[src/rtl/lc3b_mem_bridge.sv]
// Runs one LC-3b load/store request as one or two byte beats on a variable-latency
// external memory bus, returning a registered result with a one-cycle done pulse.
module lc3b_mem_bridge #(
   parameter int unsigned WAIT_MAX = 15
) (
   input  logic        clk,
   input  logic        rst_n,
   input  logic        req,
   input  logic        req_we,
   input  logic        req_byte,
   input  logic [15:0] req_addr,
   input  logic [15:0] req_wdata,
   output logic        busy,
   output logic        done,
   output logic [15:0] rdata,
   output logic        err,
   output logic        misalign,
   output logic        mem_cs_n,
   output logic        mem_we_n,
   output logic [15:0] mem_addr,
   output logic [7:0]  mem_wdata,
   input  logic [7:0]  mem_rdata,
   input  logic        mem_rdy
);

   localparam logic [1:0] IDLE    = 2'd0;
   localparam logic [1:0] BEAT_LO = 2'd1;
   localparam logic [1:0] BEAT_HI = 2'd2;
   localparam logic [1:0] FIN     = 2'd3;

   localparam logic [7:0] WaitMaxC = 8'(WAIT_MAX);

   logic [1:0]  state_q, state_d;
   logic        we_q, we_d, byte_q, byte_d, mis_q, mis_d;
   logic [15:0] addr_q, addr_d, wdata_q, wdata_d;
   logic [7:0]  lo_q, lo_d;
   logic [7:0]  wait_q, wait_d, wait_inc;

   logic        busy_d, done_d, err_d, misalign_d;
   logic [15:0] rdata_d;
   logic        mem_cs_n_d, mem_we_n_d;
   logic [15:0] mem_addr_d;
   logic [7:0]  mem_wdata_d;

   logic        fin, fin_err;
   logic [15:0] fin_rdata;

   assign wait_inc = wait_q + 8'd1;

   // Outputs are computed for the state being entered so every port is a flop.
   always_comb begin
      state_d     = state_q;
      we_d        = we_q;
      byte_d      = byte_q;
      mis_d       = mis_q;
      addr_d      = addr_q;
      wdata_d     = wdata_q;
      lo_d        = lo_q;
      wait_d      = wait_q;
      busy_d      = busy;
      done_d      = 1'b0;
      err_d       = err;
      misalign_d  = misalign;
      rdata_d     = rdata;
      mem_cs_n_d  = mem_cs_n;
      mem_we_n_d  = mem_we_n;
      mem_addr_d  = mem_addr;
      mem_wdata_d = mem_wdata;
      fin         = 1'b0;
      fin_err     = 1'b0;
      fin_rdata   = 16'h0000;

      case (state_q)
         IDLE: begin
            if (req) begin
               we_d        = req_we;
               byte_d      = req_byte;
               addr_d      = req_byte ? req_addr : {req_addr[15:1], 1'b0};
               mis_d       = ~req_byte & req_addr[0];
               wdata_d     = req_wdata;
               wait_d      = 8'd0;
               state_d     = BEAT_LO;
               busy_d      = 1'b1;
               mem_cs_n_d  = 1'b0;
               mem_we_n_d  = ~req_we;
               mem_addr_d  = req_byte ? req_addr : {req_addr[15:1], 1'b0};
               mem_wdata_d = req_wdata[7:0];
            end
         end
         BEAT_LO: begin
            if (mem_rdy) begin
               lo_d   = mem_rdata;
               wait_d = 8'd0;
               if (byte_q) begin
                  fin       = 1'b1;
                  fin_rdata = we_q ? 16'h0000 : {{8{mem_rdata[7]}}, mem_rdata};
               end else begin
                  // Chip select stays low; only address and data move to the high byte.
                  state_d     = BEAT_HI;
                  mem_addr_d  = addr_q | 16'h0001;
                  mem_wdata_d = wdata_q[15:8];
               end
            end else if (wait_inc == WaitMaxC) begin
               fin     = 1'b1;
               fin_err = 1'b1;
            end else begin
               wait_d = wait_inc;
            end
         end
         BEAT_HI: begin
            if (mem_rdy) begin
               fin       = 1'b1;
               fin_rdata = we_q ? 16'h0000 : {mem_rdata, lo_q};
            end else if (wait_inc == WaitMaxC) begin
               fin     = 1'b1;
               fin_err = 1'b1;
            end else begin
               wait_d = wait_inc;
            end
         end
         FIN: begin
            state_d = IDLE;
            busy_d  = 1'b0;
         end
         default: begin
            state_d = IDLE;
            busy_d  = 1'b0;
         end
      endcase

      if (fin) begin
         state_d    = FIN;
         done_d     = 1'b1;
         err_d      = fin_err;
         misalign_d = mis_q;
         rdata_d    = fin_rdata;
         mem_cs_n_d = 1'b1;
         mem_we_n_d = 1'b1;
      end
   end

   always_ff @(posedge clk or negedge rst_n) begin
      if (!rst_n) begin
         state_q   <= IDLE;
         we_q      <= 1'b0;
         byte_q    <= 1'b0;
         mis_q     <= 1'b0;
         addr_q    <= 16'h0000;
         wdata_q   <= 16'h0000;
         lo_q      <= 8'h00;
         wait_q    <= 8'd0;
         busy      <= 1'b0;
         done      <= 1'b0;
         err       <= 1'b0;
         misalign  <= 1'b0;
         rdata     <= 16'h0000;
         mem_cs_n  <= 1'b1;
         mem_we_n  <= 1'b1;
         mem_addr  <= 16'h0000;
         mem_wdata <= 8'h00;
      end else begin
         state_q   <= state_d;
         we_q      <= we_d;
         byte_q    <= byte_d;
         mis_q     <= mis_d;
         addr_q    <= addr_d;
         wdata_q   <= wdata_d;
         lo_q      <= lo_d;
         wait_q    <= wait_d;
         busy      <= busy_d;
         done      <= done_d;
         err       <= err_d;
         misalign  <= misalign_d;
         rdata     <= rdata_d;
         mem_cs_n  <= mem_cs_n_d;
         mem_we_n  <= mem_we_n_d;
         mem_addr  <= mem_addr_d;
         mem_wdata <= mem_wdata_d;
      end
   end

endmodule

[config.mk]
export PLATFORM = sky130hd
export DESIGN_NAME = lc3b_mem_bridge
export DESIGN_NICKNAME = d
export VERILOG_FILES = /design/src/rtl/lc3b_mem_bridge.sv
export SDC_FILE = /design/constraint.sdc
export NUM_CORES = 1
export LEC_CHECK = 0
export CORE_UTILIZATION = 45
export CTS_BUF_LIST = sky130_fd_sc_hd__clkbuf_4 sky130_fd_sc_hd__clkbuf_8 sky130_fd_sc_hd__clkbuf_16
export DETAILED_ROUTE_END_ITERATION = 10
export PLACE_DENSITY = 0.76
export SLEW_MARGIN = 0
export SYNTH_ARGS = -nofsm -noshare
export SYNTH_HDL_FRONTEND = slang
export SYNTH_SLANG_ARGS = --single-unit
[constraint.sdc]
create_clock -name clk -period 1.8 [get_ports clk]
set_input_delay 0.36 -clock clk [delete_from_list [all_inputs] [get_ports clk]]
set_output_delay 0.36 -clock clk [all_outputs]
set_load 0.01 [all_outputs]
Yosys cells after proc, flatten, opt, wreduce, memory -nomap -nowiden
Index checks and enable logic that the tools add are counted.

Register bits: 99. Output and inout port bits: 46. Latch bits: 0. Bits in read-only memories: 0. Word-level logic and storage cells: 88. Memory bits (writable): 0. Memories kept: 0.

$lt $le $gt $ge: 0. Reductions and logical operators: 15. Divide/modulo/power cells: 0. Bitwise gates (word level): 3. Add/sub/neg operators: 1. Shift operators: 0. Multipliers: 0. Muxes and demuxes: 41. Equality and inequality tests: 11.

Operators by type and width (count): 2-to-1 mux 16 bit (8); one-hot mux 16 bit (2 select lines) (2); 2-to-1 mux 8 bit (7); one-hot mux 8 bit (3 select lines) (1); one-hot mux 8 bit (2 select lines) (1); 2-to-1 mux 1 bit (15); != test 3 bit, second input constant (3); adder 8 x 1 -> 8 bit, second input constant (1); == test 8 x 4 -> 1 bit, second input constant (1); 2-to-1 mux 2 bit (4); != test 2 bit, second input constant (4); AND reduction 2 bit (4); AND reduction 4 bit (2); nonzero test 2 bit (4); one-hot mux 2 bit (3 select lines) (1); == test 2 bit, second input constant (2); one-hot mux 1 bit (2 select lines) (2); nonzero test 4 bit (1); AND reduction 3 bit (1); nonzero test 3 bit (1); == test 2 x 1 -> 1 bit, second input constant (1); logical NOT 2 bit (1); inverter 1 bit (2); OR reduction 2 bit (1); AND 1 bit (1).

Longest topological paths before layout
Word-level depth: 7. Mapped depth: 9. Depth with buffers taken out: 6.

Worst setup path after synthesis
No wires, ideal clock.

Path type: reg-to-reg. Start: register state_q[0]. End: register rdata[0]. Data arrival time: 1826 ps. Path buffers: 2. Period minus slack after synthesis: 1951 ps. Stages on the path, launching flop included: 9. Setup time: 125 ps. Slack: -151 ps. Cell sequence: dfrtp_1 > inv_1 > ha_1 > clkbuf_1 > a21o_1 > and3_1 > a41o_1 > buf_6 > mux2_4.

Word-level cells in the longest chain between the ends: 2. Elaborated cells on any way between the ends: 4.

RTL lines: from (decl) (RTL line 33) `logic [1:0] state_q, state_d;`; from (signal assigned) (RTL line 162) `state_q <= state_d;`; == test 2 bit or == test 2 x 1 -> 1 bit (tied branches) (RTL line 73) `case (state_q)`; one-hot mux 16 bit (2 select lines) or one-hot mux 1 bit (2 select lines) (tied branches) (RTL line 73); to (signal assigned) (RTL line 174) `rdata <= rdata_d;`; to (decl) (RTL line 15) `output logic [15:0] rdata,`.

Parallel ways exist; a longest one is shown, timed or not. A chain may end at the register's enable or synchronous reset.

Worst setup path in the final report
Ends and elaborated chain as after synthesis.

==> results_dict.tcl <==
set metrics [dict create \
    synth_edf_count 0 \
    cp_top_family "compound AO/OA/AOI/OAI gates" \
    vias 3116 \
    syn_avg_cell_area_sq_um 11.72 \
    powerDensity_nw_per_um2 1743 \
    crit_arrival_ns 2.11 \
    synth.net_count 402 \
    initial_core_util_pct 46.80 \
    cp_slowest_cell "dfrtp_1" \
    wl_mm 9.268 \
    avgRoutedWirePerCell_microns 15.74 \
    dp_slack_ns -0.2833 \
    grt_pass1_vias 3175 \
    htreeDepth 3 \
    die_w_microns 97.47 \
    synthDistinctLibCells 45 \
    vias_per_cell 5.290 \
    irDropWorstVdd_mv 1.053 \
    clk_root_buffer_cell "clkbuf_8" \
    diodes 0 \
    syn_area_sq_um 4101 \
    synthFlopType "dfrtp_1" \
    clock_latency_ns 0.35 \
    cts.sinks 90 \
    setup_viol 14 \
    core_sq_um 8763 \
    fin_nets 528 \
    post-route-drc-count 0 \
    die_height_microns 97.47 \
    grt_max_degree 38 \
    hold_slack_ns 0.4869 \
    cts_buffer_depth 2 \
    slew_headroom_pct 64.94 \
    drtIter0Drc 99 \
    antenna_found_initial 0 \
    crit_chain "inv_1 > ha_4 > a21o_1 > and3_4 > a41o_4 > clkbuf_16 > mux2_4" \
    synth_top_area_cell "dfrtp_1" \
    cp-end-kind "flip-flop" \
    final_layout_size_suffix_gt1_share_pct 25.16 \
    n_fill_cell 676 \
    dpl.hpwl_mm 6.050 \
    clkTransAtPathRegs_ns 0.10 \
    max_freq_mhz 536.2 \
    path_max_fanout 8 \
    maxCapViolations 0 \
    fin_skew_ns 0.01346 \
    seq_area_frac_synth_pct 54.97 \
    finalHoldViolCount 0 \
    rsz0062_at_grt "true" \
    synth.area.top_cells "dfrtp_1 (54%), mux2_2 (9.6%), mux2i_1 (7.6%)" \
    post-route-period-util_pct 103.6 \
    p_leak_nw 2.484 \
    io_pins 92 \
    crit_type "flip-flop to flip-flop" \
    worst_pin_slew_ns 0.5259 \
    num_rows 34 \
    synth.top_cell.area_share_pct 53.69 \
    crit_required_ns 2.05 \
    syn_to_final_growth_pct 40.88 \
    start_kind "flip-flop" \
    syn_inst 350 \
    place.port_buffers 91 \
    cts_tree "yes" \
    drv_slew 0 \
    synth-seq-cells 90 \
    place.gp.congestion 0.8492 \
    violations "negative setup slack" \
    crit_buf_inv 2 \
    grt_pass1_wl_mm 15.19 \
    firstDrtPassIters 4 \
    hp-class "flip-flop to flip-flop" \
    cts_inserted_buffers 9 \
    power_mw 10.07 \
    min_period_ns 1.865 \
    setup_ws_ns -0.06490 \
    slowest_delay_ns 0.40 \
    dieArea_sq_um 9500 \
    grt_usage_pct 19.84 \
    synthArstFlopShare_pct 100.0 \
    status "complete, but fails checks" \
    overflow 0 \
    yosysWarnings 0 \
    ant_nets 0 \
]
## cell usage in the layout, fill, tap and decap left out, drive strengths merged, types with 14 or more instances in the layout
| master | instances |
|---|---|
| nand2 | 14 |
| buf | 41 |
| inv | 17 |
| a21oi | 40 |
| mux2 | 40 |
| dfrtp | 88 |
| mux2i | 31 |
| clkdlybuf4s50 | 88 |
| nor2 | 30 |
## tightest hold or removal path, stage by stage, from the launching register on
cell and delay [ns]:
dfrtp_1 0.34, nand2_1 0.05, o21ai_0 0.06
## synthesized netlist by cell type (5+ instances only)
cell type	instances
and3_1	5
ha_1	6
mux2_4	5
mux2i_1	31
a21oi_1	40
nand2_1	14
o21ai_0	11
clkbuf_1	9
nor2_1	30
a22o_1	7
inv_1	15
dfrtp_1	88
mux2_2	35
buf_2	6
## report_power, final
group	total [mW]	switching, mW	internal, mW
registers	3.52	0.530	2.99
logic	5.23	2.30	2.93
clock network	1.32	0.764	0.557
total	10.1	3.60	6.47
## registers in the layout, indices dropped and copies added, names as in the netlist, 2 cells and up
register   count
addr_q        15
mem_wdata      8
lo_q           8
wait_q         8
mem_addr      16
wdata_q        8
state_q        2
rdata         16
## routing by layer
| metal | track usage, % | wire length [microns] | share of wire (%) |
|---|---|---|---|
| met1 | 25.42 | 4152 | 45 |
| met2 | 32.17 | 4465 | 48 |
| met3 | 6.115 | 565 | 6.1 |
| met4 | 6.335 | 85 | 0.92 |
| met5 | 0 | 0 | 0 |
## final timing paths
kind / start / endpoint / slack, ns / depth (start not counted)
setup / recovery: state_q[0] / rdata[0] / -0.06 / 7
hold / removal: mis_q / mis_q / 0.49 / 2
setup reg to reg: state_q[0] / rdata[0] / -0.06 / 7
hold reg to reg: mis_q / mis_q / 0.49 / 2
max in group asynchronous: rst_n / addr_q[12] / 0.74 / 3
min in group asynchronous: rst_n / wdata_q[13] / 0.52 / 2
## cells by family after synthesis
family	Yosys count	share of synthesized area, %
multiplexers	71	19.01
adder cells (fa/ha/maj)	6	1.830
AO/OA/AOI/OAI	78	11.71
buffers and inverters	33	3.661
XOR/XNOR	2	0.4272
flip-flops	90	54.97
AND/OR/NAND/NOR	70	8.390
## cell type report
type | count | area (sq um) | area share, %
inverter | 15 | 58.81 | 1.018
clock inverter | 6 | 50.05 | 0.8662
sequential | 90 | 2257 | 39.06
multi-input combinational | 227 | 1804 | 31.23
timing repair buffer | 133 | 1335 | 23.11
tap | 108 | 135.1 | 2.339
clock buffer | 10 | 137.6 | 2.382
## metrics by stage
stage	cells	setup TNS, ns	utilization [%]	instance area (sq um)
floorplan	350	-0.4149	-	4116
global placement	564	-9.809	61.38	5379
detailed placement	564	-11.25	61.38	5379
CTS	585	-0.09004	64.18	5624
global route	589	-2.039	65.93	5778
finish	589	-0.4719	65.93	5778
## repair_timing
action / CTS / global route
gates cloned: 1 / 1
buffers inserted: 3 / 3
pin swaps: 2 / 6
endpoints found under the hold margin: 33 / 0
hold buffers: 1 / 0
gates resized for setup: 4 / 23
endpoints found under the setup margin: 41 / 44
(Power assumes the default switching activity.)
